**src/rtl/dds_pkg.sv**
```systemverilog
// Shared definitions for the DDS modulator: mode encodings, dither LFSR
// constants and the constant function that builds the quarter-wave table.
package dds_pkg;

  typedef enum logic [1:0] {
    MODE_TONE = 2'b00,
    MODE_FSK  = 2'b01,
    MODE_BPSK = 2'b10,
    MODE_RSVD = 2'b11
  } mode_e;

  // Dither LFSR: 16-bit Galois form of x^16 + x^14 + x^13 + x^11 + 1.
  localparam logic [15:0] LFSR_SEED = 16'hACE1;
  localparam logic [15:0] LFSR_TAPS = 16'hB400;

  // pi in Q30 fixed point.
  localparam longint PI_Q30 = 64'sd3373259426;

  // round((2^(mag_w-1)-1) * sin(pi/2 * k / 2^addr_w)), evaluated at
  // elaboration with an integer Taylor series so no real arithmetic is
  // needed in the hardware description.
  function automatic int sine_entry(input int k, input int addr_w, input int mag_w);
    longint x;
    longint x2;
    longint term;
    longint sum;
    longint amp;
    x    = (PI_Q30 * longint'(k)) / (longint'(2) << addr_w);
    x2   = (x * x) >>> 30;
    term = x;
    sum  = x;
    for (int n = 1; n <= 6; n++) begin
      term = -((term * x2) >>> 30) / longint'((2 * n) * (2 * n + 1));
      sum  = sum + term;
    end
    amp = (longint'(1) << (mag_w - 1)) - 1;
    return int'((amp * sum + (longint'(1) << 29)) >>> 30);
  endfunction

endpackage

```
**src/rtl/dds_modulator_if.sv**
```systemverilog
// Control and sample bus of the DDS modulator. The master drives tuning,
// strobes and symbols; the slave (the modulator) returns samples.
interface dds_modulator_if #(
  parameter int ACC_WIDTH = 16,
  parameter int MAG_WIDTH = 8
) ();

  logic                        en;
  logic                        load;
  logic [ACC_WIDTH-1:0]        ftw0;
  logic [ACC_WIDTH-1:0]        ftw1;
  logic [ACC_WIDTH-1:0]        poff;
  logic [1:0]                  mode;
  logic                        sym_stb;
  logic                        sym_bit;
  logic signed [MAG_WIDTH-1:0] sample;
  logic                        valid;

  modport master (
    output en, load, ftw0, ftw1, poff, mode, sym_stb, sym_bit,
    input  sample, valid
  );

  modport slave (
    input  en, load, ftw0, ftw1, poff, mode, sym_stb, sym_bit,
    output sample, valid
  );

endinterface

```
**src/rtl/sine_quarter_rom.sv**
```systemverilog
// Quarter-wave sine table with peak substitution and sign restoration.
// The registered output is the last pipeline stage of the modulator.
module sine_quarter_rom
  import dds_pkg::*;
#(
  parameter int ADDR_WIDTH = 6,
  parameter int MAG_WIDTH  = 8
) (
  input  logic                        clk,
  input  logic                        rst,
  input  logic                        rd_en_i,
  input  logic [ADDR_WIDTH-1:0]       addr_i,
  input  logic                        peak_i,
  input  logic                        sign_i,
  output logic signed [MAG_WIDTH-1:0] sample_o
);

  localparam int DEPTH = 1 << ADDR_WIDTH;
  localparam int MW1   = MAG_WIDTH - 1;
  // Full-scale magnitude 2^(MAG_WIDTH-1)-1 is all ones in MAG_WIDTH-1 bits.
  localparam logic [MAG_WIDTH-2:0] PEAK = {(MAG_WIDTH - 1){1'b1}};

  logic [MAG_WIDTH-2:0]        rom_w [DEPTH];
  logic [MAG_WIDTH-2:0]        mag_d;
  logic signed [MAG_WIDTH-1:0] sample_d;
  logic signed [MAG_WIDTH-1:0] sample_q;

  // NOTE: the table is constant logic fixed at elaboration, so it has no
  // reset and no write port; only the output register below is reset.
  for (genvar k = 0; k < DEPTH; k++) begin : g_rom
    assign rom_w[k] = MW1'(sine_entry(k, ADDR_WIDTH, MAG_WIDTH));
  end

  // Look up magnitude, substitute full scale at the quarter peak, apply sign.
  always_comb begin
    // NOTE: every output gets a value before any condition, so no latch.
    mag_d = rom_w[addr_i];
    if (peak_i) begin
      mag_d = PEAK;
    end
    sample_d = sign_i ? -$signed({1'b0, mag_d}) : $signed({1'b0, mag_d});
  end

  // Stage 3 register: updates only for a live sample, otherwise holds.
  always_ff @(posedge clk or posedge rst) begin
    // NOTE: state is written with <= so every register samples pre-edge values.
    if (rst) begin
      sample_q <= '0;
    end else if (rd_en_i) begin
      sample_q <= sample_d;
    end
  end

  assign sample_o = sample_q;

endmodule

```
**src/rtl/dds_modulator.sv**
```systemverilog
// DDS tone / FSK / BPSK modulator: phase accumulator, quarter-wave
// phase mapping and table lookup in a 3-stage pipeline.
// Optional build macro: DDS_PHASE_DITHER_EN adds LFSR phase dither
// below the table address before truncation.
module dds_modulator
  import dds_pkg::*;
#(
  parameter int ACC_WIDTH  = 16,
  parameter int ADDR_WIDTH = 6,
  parameter int MAG_WIDTH  = 8
) (
  input logic            clk,
  input logic            rst,
  dds_modulator_if.slave dds
);

  localparam int PH_W   = ADDR_WIDTH + 2;
  localparam int FRAC_W = ACC_WIDTH - PH_W;
  localparam logic [ACC_WIDTH-1:0] HALF_TURN = {1'b1, {(ACC_WIDTH - 1){1'b0}}};

  // Shadow configuration and current data bit
  logic [ACC_WIDTH-1:0] ftw0_q;
  logic [ACC_WIDTH-1:0] ftw1_q;
  logic [ACC_WIDTH-1:0] poff_q;
  mode_e                mode_q;
  logic                 data_q;

  // Stage 1
  logic [ACC_WIDTH-1:0] step;
  logic [ACC_WIDTH-1:0] eff_off;
  logic [ACC_WIDTH-1:0] acc_d;
  logic [ACC_WIDTH-1:0] acc_q;
  logic [ACC_WIDTH-1:0] ph1_d;
  logic [ACC_WIDTH-1:0] ph1_q;
  logic                 v1_q;

  // Stage 2
  logic [ACC_WIDTH-1:0]  ph_trunc;
  logic                  sign_d;
  logic                  mirror;
  logic [ADDR_WIDTH-1:0] addr;
  logic [ADDR_WIDTH-1:0] rom_addr_d;
  logic                  peak_d;
  logic                  sign_q;
  logic [ADDR_WIDTH-1:0] rom_addr_q;
  logic                  peak_q;
  logic                  v2_q;

  // Stage 3
  logic                        valid_q;
  logic signed [MAG_WIDTH-1:0] sample_w;

  // Fractional phase bits fall away at truncation.
  logic unused_frac;
  assign unused_frac = ^ph_trunc[FRAC_W-1:0];

  // Latch the tuning set on load; the accumulator is left untouched.
  always_ff @(posedge clk or posedge rst) begin
    if (rst) begin
      ftw0_q <= '0;
      ftw1_q <= '0;
      poff_q <= '0;
      mode_q <= MODE_TONE;
    end else if (dds.load) begin
      ftw0_q <= dds.ftw0;
      ftw1_q <= dds.ftw1;
      poff_q <= dds.poff;
      mode_q <= mode_e'(dds.mode);
    end
  end

  // Capture the data bit on the symbol strobe, independent of load.
  always_ff @(posedge clk or posedge rst) begin
    if (rst) begin
      data_q <= 1'b0;
    end else if (dds.sym_stb) begin
      data_q <= dds.sym_bit;
    end
  end

  // Select step and offset from mode and data; reserved mode acts as tone.
  always_comb begin
    step    = (mode_q == MODE_FSK && data_q) ? ftw1_q : ftw0_q;
    eff_off = poff_q + ((mode_q == MODE_BPSK && data_q) ? HALF_TURN : '0);
    acc_d   = acc_q + step;
    ph1_d   = acc_q + eff_off;
  end

  // Stage 1: advance accumulator and register output phase on en.
  always_ff @(posedge clk or posedge rst) begin
    if (rst) begin
      acc_q <= '0;
      ph1_q <= '0;
      v1_q  <= 1'b0;
    end else begin
      v1_q <= dds.en;
      if (dds.en) begin
        acc_q <= acc_d;
        ph1_q <= ph1_d;
      end
    end
  end

`ifdef DDS_PHASE_DITHER_EN
  logic [15:0] lfsr_q;
  logic [15:0] lfsr_d;

  // Galois LFSR step.
  always_comb begin
    lfsr_d = lfsr_q[0] ? ((lfsr_q >> 1) ^ LFSR_TAPS) : (lfsr_q >> 1);
  end

  // Dither source advances once per launched sample.
  always_ff @(posedge clk or posedge rst) begin
    if (rst) begin
      lfsr_q <= LFSR_SEED;
    end else if (dds.en) begin
      lfsr_q <= lfsr_d;
    end
  end
`endif

  // Split the truncated phase into sign, mirror and table address.
  always_comb begin
`ifdef DDS_PHASE_DITHER_EN
    ph_trunc = ph1_q + ACC_WIDTH'(lfsr_q[FRAC_W-1:0]);
`else
    ph_trunc = ph1_q;
`endif
    sign_d     = ph_trunc[ACC_WIDTH-1];
    mirror     = ph_trunc[ACC_WIDTH-2];
    addr       = ph_trunc[ACC_WIDTH-3 -: ADDR_WIDTH];
    rom_addr_d = mirror ? -addr : addr;
    peak_d     = mirror && (addr == '0);
  end

  // Stage 2 register.
  always_ff @(posedge clk or posedge rst) begin
    if (rst) begin
      sign_q     <= 1'b0;
      rom_addr_q <= '0;
      peak_q     <= 1'b0;
      v2_q       <= 1'b0;
    end else begin
      sign_q     <= sign_d;
      rom_addr_q <= rom_addr_d;
      peak_q     <= peak_d;
      v2_q       <= v1_q;
    end
  end

  // Stage 3 valid flag, aligned with the table output register.
  always_ff @(posedge clk or posedge rst) begin
    if (rst) begin
      valid_q <= 1'b0;
    end else begin
      valid_q <= v2_q;
    end
  end

  sine_quarter_rom #(
    .ADDR_WIDTH (ADDR_WIDTH),
    .MAG_WIDTH  (MAG_WIDTH)
  ) u_rom (
    .clk      (clk),
    .rst      (rst),
    .rd_en_i  (v2_q),
    .addr_i   (rom_addr_q),
    .peak_i   (peak_q),
    .sign_i   (sign_q),
    .sample_o (sample_w)
  );

  assign dds.sample = sample_w;
  assign dds.valid  = valid_q;

endmodule

```
**src/flat_wrapper.sv**
```systemverilog
// flat-port wrapper written by rule: the top's interface ports become plain ports
module dds_modulator_flat import dds_pkg::*;
#(
  parameter int ACC_WIDTH  = 16,
  parameter int ADDR_WIDTH = 6,
  parameter int MAG_WIDTH  = 8
)
  (clk, rst, dds_en, dds_load, dds_ftw0, dds_ftw1, dds_poff, dds_mode, dds_sym_stb, dds_sym_bit, dds_sample, dds_valid);
  dds_modulator_if #(.ACC_WIDTH(ACC_WIDTH), .MAG_WIDTH(MAG_WIDTH)) dds_i ();
  input logic clk;
  input logic rst;
  input wire logic [$bits(dds_i.en)-1:0] dds_en;
  input wire logic [$bits(dds_i.load)-1:0] dds_load;
  input wire logic [$bits(dds_i.ftw0)-1:0] dds_ftw0;
  input wire logic [$bits(dds_i.ftw1)-1:0] dds_ftw1;
  input wire logic [$bits(dds_i.poff)-1:0] dds_poff;
  input wire logic [$bits(dds_i.mode)-1:0] dds_mode;
  input wire logic [$bits(dds_i.sym_stb)-1:0] dds_sym_stb;
  input wire logic [$bits(dds_i.sym_bit)-1:0] dds_sym_bit;
  output wire logic [$bits(dds_i.sample)-1:0] dds_sample;
  output wire logic [$bits(dds_i.valid)-1:0] dds_valid;
  assign dds_i.en = dds_en;
  assign dds_i.load = dds_load;
  assign dds_i.ftw0 = dds_ftw0;
  assign dds_i.ftw1 = dds_ftw1;
  assign dds_i.poff = dds_poff;
  assign dds_i.mode = dds_mode;
  assign dds_i.sym_stb = dds_sym_stb;
  assign dds_i.sym_bit = dds_sym_bit;
  assign dds_sample = dds_i.sample;
  assign dds_valid = dds_i.valid;
  dds_modulator #(.ACC_WIDTH(ACC_WIDTH), .ADDR_WIDTH(ADDR_WIDTH), .MAG_WIDTH(MAG_WIDTH)) u_core (.clk(clk), .rst(rst), .dds(dds_i));
endmodule
```
**config.mk**
```make
export PLATFORM = sky130hd
export DESIGN_NAME = dds_modulator_flat
export DESIGN_NICKNAME = d
export VERILOG_FILES = /design/src/rtl/dds_pkg.sv /design/src/rtl/dds_modulator_if.sv /design/src/rtl/sine_quarter_rom.sv /design/src/rtl/dds_modulator.sv /design/src/flat_wrapper.sv
export SDC_FILE = /design/constraint.sdc
export NUM_CORES = 1
export LEC_CHECK = 0
export BUFFER_PORTS_ARGS = -buffer_cell sky130_fd_sc_hd__buf_2
export CORE_ASPECT_RATIO = 1.5
export CORE_MARGIN = 2
export CORE_UTILIZATION = 50
export CTS_CLUSTER_SIZE = 16
export DETAILED_ROUTE_END_ITERATION = 6
export PLACE_DENSITY = 0.75
export SLEW_MARGIN = 20
export SYNTH_ARGS = -nofsm -noshare
export SYNTH_HDL_FRONTEND = slang
export SYNTH_SLANG_ARGS = --single-unit
```
**constraint.sdc**
```tcl
create_clock -name clk -period 3.8 [get_ports clk]
set_input_delay 0.38 -clock clk [delete_from_list [all_inputs] [get_ports clk]]
set_output_delay 0.38 -clock clk [all_outputs]
set_load 0.05 [all_outputs]
```
==> flow_metrics.py <==
metrics = {
    "global_routing": {
        "antenna_found_initial": 0,
        "overflow": 0,
        "grt_pass1_vias": 4414,
        "grt_max_degree": 51,
        "grt_usage": 0.2019,
        "grt_pass1_wl_mm": 20.23,
    },
    "layout": {
        "drive_gt1_frac": 0.3167,
        "multi_input_area_um2": 3348,
        "area_delta_synth_final_pct": 12.01,
        "final_cell_mix": "dfrtp_1, mux2_2, buf_2",
        "diodes": 0,
        "fillers": 1000,
        "regArea_um2": 2352,
        "utilization": 0.5729,
        "fin_nets": 687,
        "final_common_cell": "dfrtp_1",
    },
    "logic_synthesis": {
        "synth-seq-area-share": 0.3988,
        "synthArstFlopShare": 1.000,
        "synth_flop_cell": "dfrtp_1",
        "synth_area_um2": 5898,
        "ys_ff_latch": 94,
        "yosysWarnings": 0,
        "synth_edf_count": 0,
        "ys_types": 64,
        "syn_nets": 631,
        "avgSynthCellArea_um2": 11.32,
        "synthCells": 521,
    },
    "placement": {
        "dp_hpwl_mm": 9.213,
        "post-place-ws_ns": 0.5596,
        "place_congestion": 0.9199,
        "port_buffers": 64,
    },
    "sta": {
        "fin_setup_tns_ns": 0,
        "clock.fmax_mhz": 304.5,
        "setup_violations": 0,
        "relSlewSlack": 0.5288,
        "fin_crit_ns": 3.284,
        "fin_skew_ns": 0.006902,
        "hold_viol_final": 0,
        "rsz0062_at_grt": "no",
        "finalMaxSlewViolations": 0,
        "worst_slew_pin_slew_ns": 0.7068,
        "post-route-period-util": 0.8642,
        "fin_ws_ns": 0.5162,
    },
    "route": {
        "drt_iter0_markers": 196,
        "avgViaCountPerCell": 5.722,
        "dr.pass1.iters": 4,
        "drt_wl_total_mm": 11.99,
        "post-route-drc-count": 0,
        "vias": 4183,
        "routedWlPerCell_um": 16.40,
        "detail-route-antenna-nets": 0,
    },
    "critical_path": {
        "crit_path_max_fanout": 13,
        "crit_chain": "nand3b_1 -> buf_4 -> mux2_2 -> ha_1 -> nand4_1 -> a2111oi_0 -> o311ai_0 -> a21boi_0 -> nor3_1 -> o31ai_1",
        "setup.worst_path.end_class": "register",
        "critical-path-top-delay-family": "compound AO/OA/AOI/OAI gates",
        "worstPathRequired_ns": 4.05,
        "cp-start-kind": "register",
        "path_buf_inv": 1,
        "path_class": "register to register",
        "slowest_delay_ns": 0.68,
        "cp_slowest_cell": "a2111oi_0",
        "arrival_ns": 3.53,
    },
    "cts": {
        "clock-sinks": 94,
        "htreeDepth": 3,
        "clk-insertion-delay-late_ns": 0.34,
        "cts_setup_buffers": 0,
        "cts_resized": 0,
        "clockRootBuffer": "clkbuf_16",
        "clk_pin_slew_ns": 0.07,
        "cts_buffer_depth": 2,
        "cts_tree": "yes",
        "cts_hold_buffers": 0,
        "cts_made_buffers": 9,
    },
    "pwr": {
        "internal-power_mw": 3.234,
        "max-vdd-ir-drop_mv": 0.4548,
        "pwr-share-seq": 0.294,
        "power_frac_comb": 0.549,
        "leakagePower_nw": 3.056,
        "clkPwrFrac": 0.157,
        "power.density_nw_per_um2": 845.7,
        "switching_share": 0.4211,
        "switching_power_mw": 2.353,
    },
    "floorplan": {
        "fp.dieArea_um2": 12700,
        "core_area_um2": 11530,
        "die_w_um": 92.68,
        "die_y_um": 137.0,
        "std_cell_rows": 48,
        "start_util": 0.5115,
        "io_pins": 65,
    },
    "min_path": {
        "hp-class": "input pin to asynchronous set/reset pin",
    },
    "run_status": {
        "status": "finished clean",
    },
    "run": {
        "cap_violations": 0,
    },
}
registers in the layout (all words and copies together), names as in the netlist:
signal	count
u_core.dds.valid	1
u_core.poff_q	16
u_core.rom_addr_q	6
u_core.ftw0_q	16
u_core.mode_q	2
u_core.sign_q	1
u_core.ph1_q	8
u_core.peak_q	1
u_core.v1_q	1
u_core.acc_q	16
u_core.ftw1_q	16
u_core.u_rom.sample_o	8
u_core.v2_q	1
u_core.data_q	1
final timing paths:
check | startpoint | to | slack (ns) | cells past startpoint
setup / recovery | u_core.data_q | u_core.acc_q[13] | 0.52 | 10
hold / removal | rst | u_core.ftw1_q[13] | 0.06 | 2
setup reg to reg | u_core.data_q | u_core.acc_q[13] | 0.52 | 10
hold reg to reg | u_core.v1_q | u_core.v2_q | 0.35 | 0
max in group asynchronous | rst | u_core.acc_q[3] | 2.93 | 3
min in group clk | dds_ftw1[12] | u_core.ftw1_q[12] | 0.27 | 2
layout make-up:
type                       instances  area share
multi-input combinational        385      0.5068
sequential                        94      0.3561
timing repair buffer              69     0.05455
clock buffer                       9     0.03409
tap                              150     0.02841
inverter                          18     0.01042
clock inverter                     6    0.009659
cells by family (layout without fill, tap and decap cells):
family,count (synthesis),after routing,share of synthesized area
xor+xnor,30,30,0.04455
fa+ha+maj,54,54,0.1158
mux,99,99,0.1920
buf+inv,42,102,0.03351
simple gates,92,92,0.08464
flops,94,94,0.3988
compound gates,110,110,0.1307
metal layers:
metal / up-vias / wire length (um) / global-route usage
met2: 84 / 6742 / 0.3905
met4: 0 / 447 / 0.1070
met3: 31 / 286 / 0.03304
met5: - / 0 / 0
li1: 2013 / - / -
met1: 2055 / 4511 / 0.2041
per-stage QoR:
stage	total power, mW	cell area [um^2]	instances	hold slack [ns]
5_1_grt	6.046	6606	731	0.09606
3_5_place_dp	4.692	6315	716	0.3372
3_3_place_gp	4.569	6315	716	0.3333
2_1_floorplan	4.093	5898	521	0.3312
4_1_cts	5.603	6604	731	0.08283
6_report	5.587	6606	731	0.06475
power by group through the flow:
stage	sequential (mW)	combinational [mW]	clock, mW
floorplan	1.63	2.47	0
global placement	1.64	2.93	0
detailed placement	1.66	3.03	0
CTS	1.64	3.07	0.895
global route	1.68	3.42	0.940
finish	1.64	3.07	0.877
Yosys cell counts (5+ instances only):
cell type | number | area share
dfrtp_1 | 94 | 0.40
o21ai_0 | 15 | 0.013
a21o_1 | 15 | 0.019
nand3_1 | 8 | 0.0068
nor2_1 | 16 | 0.010
and3_1 | 5 | 0.0053
mux2i_1 | 7 | 0.012
a21oi_1 | 26 | 0.022
inv_1 | 18 | 0.011
buf_2 | 5 | 0.0042
clkbuf_1 | 13 | 0.0083
xnor2_1 | 21 | 0.031
nand2b_1 | 8 | 0.0085
ha_1 | 53 | 0.11
xor2_1 | 9 | 0.013
nand2_1 | 26 | 0.017
a31oi_1 | 6 | 0.0064
mux2_2 | 87 | 0.17
No activity file was read; power rests on OpenSTA's default activity.
